File: src/rtl/apb_pkg.sv
// Shared APB definitions: bus parameter struct, its default, response encoding
// and the address-decode helper used by APB completers.
package apb_pkg;

    typedef struct packed {
        int unsigned ADDR_WIDTH;
        int unsigned DATA_WIDTH;
    } apb_parameter_t;

    localparam apb_parameter_t apb_parameter = '{ADDR_WIDTH: 32'd32, DATA_WIDTH: 32'd32};

    // pslverr encoding
    localparam logic APB_OKAY = 1'b0;
    localparam logic APB_ERR  = 1'b1;

    // Number of byte-offset address bits below the word index for a given data width.
    function automatic int unsigned apb_lsb(input int unsigned data_width);
        return $clog2(data_width / 32'd8);
    endfunction

endpackage

File: src/rtl/apb_if.sv
// APB4 signal bundle with requester (master) and completer (slave) views.
interface apb_if #(
    parameter int ADDR_WIDTH = 32,
    parameter int DATA_WIDTH = 32
) ();

    logic [ADDR_WIDTH-1:0]   paddr;
    logic                    pprot;
    logic                    psel;
    logic                    penable;
    logic                    pwrite;
    logic [DATA_WIDTH-1:0]   pwdata;
    logic [DATA_WIDTH/8-1:0] pstrb;
    logic                    pready;
    logic [DATA_WIDTH-1:0]   prdata;
    logic                    pslverr;

    modport master (
        output paddr, pprot, psel, penable, pwrite, pwdata, pstrb,
        input  pready, prdata, pslverr
    );

    modport slave (
        input  paddr, pprot, psel, penable, pwrite, pwdata, pstrb,
        output pready, prdata, pslverr
    );

endinterface

File: src/rtl/apb_wait_ctrl.sv
// Access-phase wait-state counter and pready generation for an APB completer.
// pready rises once the access phase has lasted WAIT_STATES cycles.
module apb_wait_ctrl #(
    parameter int WAIT_STATES = 0
) (
    input  logic clk,
    input  logic reset,
    input  logic i_psel,
    input  logic i_penable,
    output logic o_pready
);

    localparam logic [3:0] WS = 4'(WAIT_STATES);

    logic [3:0] r_wcnt;
    logic       w_access;

    assign w_access = i_psel & i_penable;
    assign o_pready = w_access & (r_wcnt == WS);

    // Count access-phase cycles; restart on idle, setup, completion or reset.
    always_ff @(posedge clk) begin
        if (reset) begin
            r_wcnt <= 4'd0;
        end else if (!w_access || o_pready) begin
            r_wcnt <= 4'd0;
        end else if (r_wcnt < WS) begin
            r_wcnt <= r_wcnt + 4'd1;
        end else begin
            r_wcnt <= r_wcnt;
        end
    end

endmodule

File: src/rtl/apb_regfile_slave.sv
// APB4 completer holding NUM_REGS data-width registers with byte-strobe writes,
// programmable wait states and an error response for misaligned or
// out-of-range addresses. pprot is accepted but has no effect.
module apb_regfile_slave
    import apb_pkg::*;
#(
    parameter apb_parameter_t PM          = apb_parameter,
    parameter int             NUM_REGS    = 16,
    parameter int             WAIT_STATES = 0
) (
    input  logic clk,
    input  logic reset,
    apb_if.slave bus
);

    localparam int AW    = int'(PM.ADDR_WIDTH);
    localparam int DW    = int'(PM.DATA_WIDTH);
    localparam int SW    = DW / 8;
    localparam int LSB   = int'(apb_lsb(PM.DATA_WIDTH));
    localparam int IDX_W = (NUM_REGS > 1) ? $clog2(NUM_REGS) : 1;

    localparam logic [AW-1:0] ADDR_MASK = AW'((64'd1 << LSB) - 64'd1);
    localparam logic [AW-1:0] REG_LIMIT = AW'(NUM_REGS);

    logic [DW-1:0]    r_regs [NUM_REGS];
    logic [AW-1:0]    w_idx_full;
    logic [IDX_W-1:0] w_idx;
    logic             w_err;
    logic             w_pready;
    logic             w_wr_en;
    logic [DW-1:0]    w_prdata;
    logic             w_unused_ok;

    apb_wait_ctrl #(
        .WAIT_STATES (WAIT_STATES)
    ) u_wait_ctrl (
        .clk       (clk),
        .reset     (reset),
        .i_psel    (bus.psel),
        .i_penable (bus.penable),
        .o_pready  (w_pready)
    );

    // Word index and error decode; the truncated index is only used when in range.
    assign w_idx_full  = bus.paddr >> LSB;
    assign w_idx       = w_idx_full[IDX_W-1:0];
    assign w_err       = ((bus.paddr & ADDR_MASK) != '0) | (w_idx_full >= REG_LIMIT);
    assign w_wr_en     = w_pready & bus.pwrite & ~w_err;
    assign w_unused_ok = bus.pprot;

    // Register bank: cleared by reset, otherwise byte-wise update on a good write.
    always_ff @(posedge clk) begin
        if (reset) begin
            for (int i = 0; i < NUM_REGS; i++) begin
                r_regs[i] <= '0;
            end
        end else if (w_wr_en) begin
            for (int b = 0; b < SW; b++) begin
                if (bus.pstrb[b]) begin
                    r_regs[w_idx][8*b +: 8] <= bus.pwdata[8*b +: 8];
                end
            end
        end
    end

    // Read data is driven only on a completing, error-free read.
    always_comb begin
        w_prdata = '0;
        if (w_pready && !bus.pwrite && !w_err) begin
            w_prdata = r_regs[w_idx];
        end else begin
            w_prdata = '0;
        end
    end

    assign bus.pready  = w_pready;
    assign bus.prdata  = w_prdata;
    assign bus.pslverr = (w_pready && w_err) ? APB_ERR : APB_OKAY;

endmodule

File: src/flat_wrapper.sv
// flat-port wrapper written by rule: the top's interface ports become plain ports
module apb_regfile_slave_flat import apb_pkg::*;
#(
    parameter apb_parameter_t PM          = apb_parameter,
    parameter int             NUM_REGS    = 16,
    parameter int             WAIT_STATES = 0
)
  (clk, reset, bus_paddr, bus_pprot, bus_psel, bus_penable, bus_pwrite, bus_pwdata, bus_pstrb, bus_pready, bus_prdata, bus_pslverr);
  apb_if #(.ADDR_WIDTH(32), .DATA_WIDTH(32)) bus_i ();
  input  logic clk;
  input  logic reset;
  input wire logic [$bits(bus_i.paddr)-1:0] bus_paddr;
  input wire logic [$bits(bus_i.pprot)-1:0] bus_pprot;
  input wire logic [$bits(bus_i.psel)-1:0] bus_psel;
  input wire logic [$bits(bus_i.penable)-1:0] bus_penable;
  input wire logic [$bits(bus_i.pwrite)-1:0] bus_pwrite;
  input wire logic [$bits(bus_i.pwdata)-1:0] bus_pwdata;
  input wire logic [$bits(bus_i.pstrb)-1:0] bus_pstrb;
  output wire logic [$bits(bus_i.pready)-1:0] bus_pready;
  output wire logic [$bits(bus_i.prdata)-1:0] bus_prdata;
  output wire logic [$bits(bus_i.pslverr)-1:0] bus_pslverr;
  assign bus_i.paddr = bus_paddr;
  assign bus_i.pprot = bus_pprot;
  assign bus_i.psel = bus_psel;
  assign bus_i.penable = bus_penable;
  assign bus_i.pwrite = bus_pwrite;
  assign bus_i.pwdata = bus_pwdata;
  assign bus_i.pstrb = bus_pstrb;
  assign bus_pready = bus_i.pready;
  assign bus_prdata = bus_i.prdata;
  assign bus_pslverr = bus_i.pslverr;
  apb_regfile_slave #(.PM(PM), .NUM_REGS(NUM_REGS), .WAIT_STATES(WAIT_STATES)) u_core (.clk(clk), .reset(reset), .bus(bus_i));
endmodule
File: config.mk
export PLATFORM = sky130hd
export DESIGN_NAME = apb_regfile_slave_flat
export DESIGN_NICKNAME = d
export VERILOG_FILES = /design/src/rtl/apb_pkg.sv /design/src/rtl/apb_if.sv /design/src/rtl/apb_wait_ctrl.sv /design/src/rtl/apb_regfile_slave.sv /design/src/flat_wrapper.sv
export SDC_FILE = /design/constraint.sdc
export NUM_CORES = 1
export LEC_CHECK = 0
export CORE_ASPECT_RATIO = 0.5
export CORE_MARGIN = 2
export CORE_UTILIZATION = 40
export DETAILED_ROUTE_END_ITERATION = 12
export GPL_TIMING_DRIVEN = 1
export SLEW_MARGIN = 20
export SYNTH_ARGS = -nofsm -noshare
export SYNTH_HDL_FRONTEND = slang
export SYNTH_SLANG_ARGS = --single-unit
File: constraint.sdc
create_clock -name clk -period 3.2 [get_ports clk]
set_input_delay 0.64 -clock clk [delete_from_list [all_inputs] [get_ports clk]]
set_output_delay 0.64 -clock clk [all_outputs]
set_load 0.02 [all_outputs]
=== Yosys cells after proc, flatten, opt, wreduce, memory -nomap -nowiden ===
Memory sizes are Yosys's and may differ from the RTL's.
Cells that the tools add are included.

* Register bits: 4
* Memory bits (writable): 512
* Bits of input ports: 74
* Output and inout port bits: 34
* Memories kept: 1

* $add $sub $neg: 1
* Magnitude comparators: 2
* Muxes and demuxes: 23
* Bitwise gates (word level): 6
* Reduce and logical (&&, ||, !) cells: 11

{| class="wikitable"
|+ Memory list
! name !! depth !! bits a word !! rd ports !! clocked after memory_dff !! write ports !! line !! source
|-
| u_core.r_regs || 16 || 32 || 1 || 0 || 16 || apb_regfile_slave.sv:25 || <nowiki>logic [DW-1:0] r_regs [NUM_REGS];</nowiki>
|}

{| class="wikitable"
|+ Operators with widths
! kind !! number
|-
| 2-to-1 mux 32 bit || 2
|-
| nonzero test 32 bit || 1
|-
| OR reduction 32 bit || 1
|-
| >= comparator 30 x 5 -> 1 bit, second input constant || 1
|-
| 2-to-1 mux 1 bit || 19
|-
| 2-to-1 mux 4 bit || 2
|-
| adder 4 x 1 -> 4 bit, second input constant || 1
|-
| AND 1 bit || 4
|-
| logical NOT 4 bit || 1
|-
| < comparator 4 x 1 -> 1 bit, second input constant || 1
|-
| logical AND 1 bit || 3
|-
| logical NOT 1 bit || 3
|-
| OR reduction 2 bit || 1
|-
| logical OR 1 bit || 1
|-
| NOT 1 bit || 1
|-
| OR 1 bit || 1
|}

=== Depth between registers and ports, before layout ===
* Depth in word-level cells: 9
* Mapped depth: 7
* Mapped depth without buffers: 4

=== Cells and area by module ===
From an unflattened synthesis, not the netlist that was laid out.

* Cells, all modules: 1596
* Area, all modules: 22890.7 µm²

{| class="wikitable"
|+ Modules (own cells, without submodules)
! module !! instances !! cells an instance !! area each (µm²) !! seq. area each (µm²)
|-
| apb_regfile_slave || 1 || 1595 || 22884.4 || 15374.7
|-
| apb_wait_ctrl || 1 || 1 || 6.3 || 0.0
|}

=== Least setup slack after synthesis ===
Ideal clock, no wire load.

* Path type: input port to output port
* Start: in bus_paddr[2]
* End: out bus_prdata[10]
* Arrival time: 1.959 ns
* Data required time: 2.560 ns
* Path slack: 0.601 ns
* Stages: 5
* Path through: buf_2 > buf_2 > mux4_2 > a22oi_1 > a21oi_1

* Word-level cells in the longest chain between the ends: 5
* Elaborated cells between the ends (all ways): 6
* Those cells by class: order compare (1); mux (1); bitwise (1); reduce/logical (2); memory (1)

{| class="wikitable"
|+ Ends and longest elaborated chain
! item !! line !! source
|-
| start: declaration || flat_wrapper.sv:12 || <nowiki>input wire logic [$bits(bus_i.paddr)-1:0] bus_paddr;</nowiki>
|-
| >= comparator 30 x 5 -> 1 bit || apb_regfile_slave.sv:47 || <nowiki>assign w_err = ((bus.paddr & ADDR_MASK) != '0) | (w_idx_full >= REG_LIMIT);</nowiki>
|-
| OR 1 bit || apb_regfile_slave.sv:47 ||
|-
| logical NOT 1 bit || apb_regfile_slave.sv:69 || <nowiki>if (w_pready && !bus.pwrite && !w_err) begin</nowiki>
|-
| logical AND 1 bit || apb_regfile_slave.sv:69 ||
|-
| 2-to-1 mux 32 bit (*) || apb_regfile_slave.sv:69 ||
|-
| end: declaration || flat_wrapper.sv:20 || <nowiki>output wire logic [$bits(bus_i.prdata)-1:0] bus_prdata;</nowiki>
|}

Mark *: on every way between the ends. The rest lies on a longest branch, timed or not.

=== Final worst setup path ===
* Start: in bus_paddr[13]
* End: out bus_prdata[10]

* Word-level cells in the longest chain between the ends: 5

{| class="wikitable"
|+ Ends and longest elaborated chain
! item !! line
|-
| >= comparator 30 x 5 -> 1 bit || apb_regfile_slave.sv:47
|-
| OR 1 bit || apb_regfile_slave.sv:47
|-
| logical NOT 1 bit || apb_regfile_slave.sv:69
|-
| logical AND 1 bit || apb_regfile_slave.sv:69
|-
| 2-to-1 mux 32 bit || apb_regfile_slave.sv:69
|}

No other way between the ends.

==> impl_results.md <==
* Post-synth top area share at 67.4%
* Via-per-instance ratio at 5.58
* Root buf cell: clkbuf_16
* Worst hold path depth at 3
* FF+latch count, synth at 512
* Slew @ Worst Pin at 909 ps
* Net Count, Synth at 1,671
* Setup TNS at 0 ps
* Ys Warns at 0
* Fill cell count at 4,874
* Port buffer count at 106
* Slew margin rel. at 39.1%
* Final core occ at 48.3%
* Gate count of the mapped netlist at 1,597
* Core area at 0.0559 sq mm
* Die footprint at 0.0590 sq mm
* DRT antenna net count at 0
* Worst Hold Endpoint: u_core.r_regs[4][20]
* Cell with the most instances after synthesis: nor2_1
* First-pass GRT wire length at 91.1 mm
* Final Setup Violations at 0
* Library cells used by synthesis at 26
* DRC viols at 0
* MaxCap Viol Count at 0
* Final min period at 3130 ps
* Hold Startpoint: bus_pwdata[20]
* Pwr per Cell Area at 523 mW/mm^2
* Detailed placer's ending HPWL at 39.9 mm
* All-Layer GR Usage at 20.7%
* Largest reg by FF count: u_core.r_regs
* Most instantiated cells after synthesis: 523 x nor2_1, 512 x edfxtp_1, 128 x mux4_2, 78 x clkbuf_1, 66 x buf_2
* Diode count at 0
* Max reg flops at 512
* DR pass1 iterations at 5
* H-tree level count at 2
* Area delta synth->final at 18.4%
* Top flop regs: u_core.r_regs (512)
* Max clock buf depth at 3
* LEAKAGE at 0.00850 uW
* Initial antenna violation count at 1
* Die W at 342 um
* Routed len/inst at 24.1 um
* Post-synth top flop: edfxtp_1
* Syn avg cell area at 14.3 sq um
* Critical path type: primary input to output pin
* Sink Count at 512
* CTS clk-pin slew, worst paths at 60 ps
* NumNets Final at 1,829
* Fin area at 0.0270 sq mm
* Worst setup SP type: primary input
* Crit-path max FO at 23
* Area contributors post-synth: edfxtp_1 67%, mux4_2 13%, nor2_1 8.6%
* Part of the cycle the worst path needs at 97.9%
* Hold crit path type: primary input to register
* Share of layout cells above drive strength 1 at 24.6%
* Routability cong. at 0.814
* CP arrival at 2490 ps
* Largest net degree at the start of global routing at 65
* EDFF count, synth at 512
* Placed cell count at 2,458
* Max rail drop VDD at 347 uV
* Max-slew violations at 0
* Total gr overflow at 0
* Status: complete, no violations
* TritonCTS Buffers at 48
* Cell taking the most area after synthesis: edfxtp_1
* Mapped cell area at 0.0228 sq mm
* Vias at 14,200
* Register area at 0.0154 sq mm
* Vias in the first global route at 14,300
* Critical path required time at 2560 ps
* DRT iter0 DRCs at 1,928
* Ports at 108
* Endpoint type of the worst setup path: output pin
* Hold Violations, Final at 0
* Detailed Route WL at 61.2 mm
* Seq/Total Area, Yosys at 67.4%
* FFs w/ async S/R, synth at 0%
* TritonCTS clock tree: yes
* Initial core utilization at 40.7%
* Post-Layout Cell Count at 2,542
* Post-Place Cell Area at 0.0256 sq mm
* Core Rows at 61
* Area of the multi-input gates at 0.00670 sq mm
* Fmax at 319 MHz
* Die Y at 173 um
routing by layer:
layer	vias up	GRT usage [%]	routed length (um)
met4	2	4.53	1130
met5	-	0	18
met2	506	34.3	30000
met3	89	3.51	4520
met1	7316	28.8	25500
li1	6281	-	-
through the flow:
stage                     worst slack (ps)  power, uW  hold slack (ps)
after floorplan                        601       8510              851
after global placement                -247       8990             1330
after detailed placement              -249       9010             1330
after CTS                             13.2      14200              744
after global routing                 -30.5      14600              774
final                                 67.5      14100              766
critical path, cell delays in order:
cell and delay [ps]:
clkdlybuf4s50_1 430, nor4_2 290, and4_1 270, nand3_2 100, buf_12 170, a21oi_1 200, dlygate4sd2_1 360
logic make-up after synthesis:
logic type             after synthesis  synth area share (%)
AOI/OAI and AO/OA                  161                  5.29
DFF                                512                  67.4
and+or+nand+nor                    632                  11.2
buffers and inverters              164                  3.42
muxes                              128                  12.6
timing repair:
| action | CTS | global route |
|---|---|---|
| pin swaps | 0 | 1 |
| hold buffers | 0 | 0 |
| endpoints found under the setup margin | 32 | 32 |
| buffers inserted | 1 | 2 |
| gates resized for setup | 34 | 18 |
layout by cell type (no fill, tap or decap), types with 2 or more instances in the layout:
cell type and instances:
a21oi_1 33, nor3_4 2, nand2b_1 4, nor4_2 4, clkdlybuf4s50_1 70, buf_4 136, buf_6 4, a31o_2 60
clkbuf_2 4, nor4_1 4, nor2_1 522, nor3_2 4, clkbuf_16 49, dlygate4sd2_1 26, nand3_2 2, clkbuf_1 17
clkdlybuf4s15_1 2, mux4_2 128, a22oi_1 61, nand2_1 35, clkinv_2 9, buf_12 26, a22oi_2 3, nand3_1 46
a31o_1 4, edfxtp_1 512, clkinv_1 5
how the worst max path moves through the flow:
stage | startpoint | endpoint | slack [ps] | cells past startpoint
6_report | bus_paddr[13] | bus_prdata[10] | 70 | 7
5_1_grt | bus_paddr[25] | bus_prdata[10] | -30 | 7
4_1_cts | bus_paddr[25] | bus_prdata[21] | 10 | 8
3_5_place_dp | bus_paddr[24] | bus_prdata[21] | -250 | 8
3_3_place_gp | bus_paddr[13] | bus_prdata[21] | -250 | 8
2_1_floorplan | bus_paddr[2] | bus_prdata[10] | 600 | 5
layout make-up:
class / count / share of cell area, %
Clock buffer: 66 / 4.78
Clock inverter: 15 / 0.348
Inverter: 1 / 0.0139
Multi-Input combinational cell: 921 / 24.8
Sequential cell: 512 / 57.0
Tap cell: 756 / 3.50
Timing Repair Buffer: 271 / 9.58
where the power goes:
part	total (uW)	leakage, uW	switching (uW)	internal [uW]
clock	5270	0.000681	2380	2880
combinational	1090	0.00296	559	534
sequential	7770	0.00486	87.0	7690
Note: power is estimated with default switching activity, not from simulation.
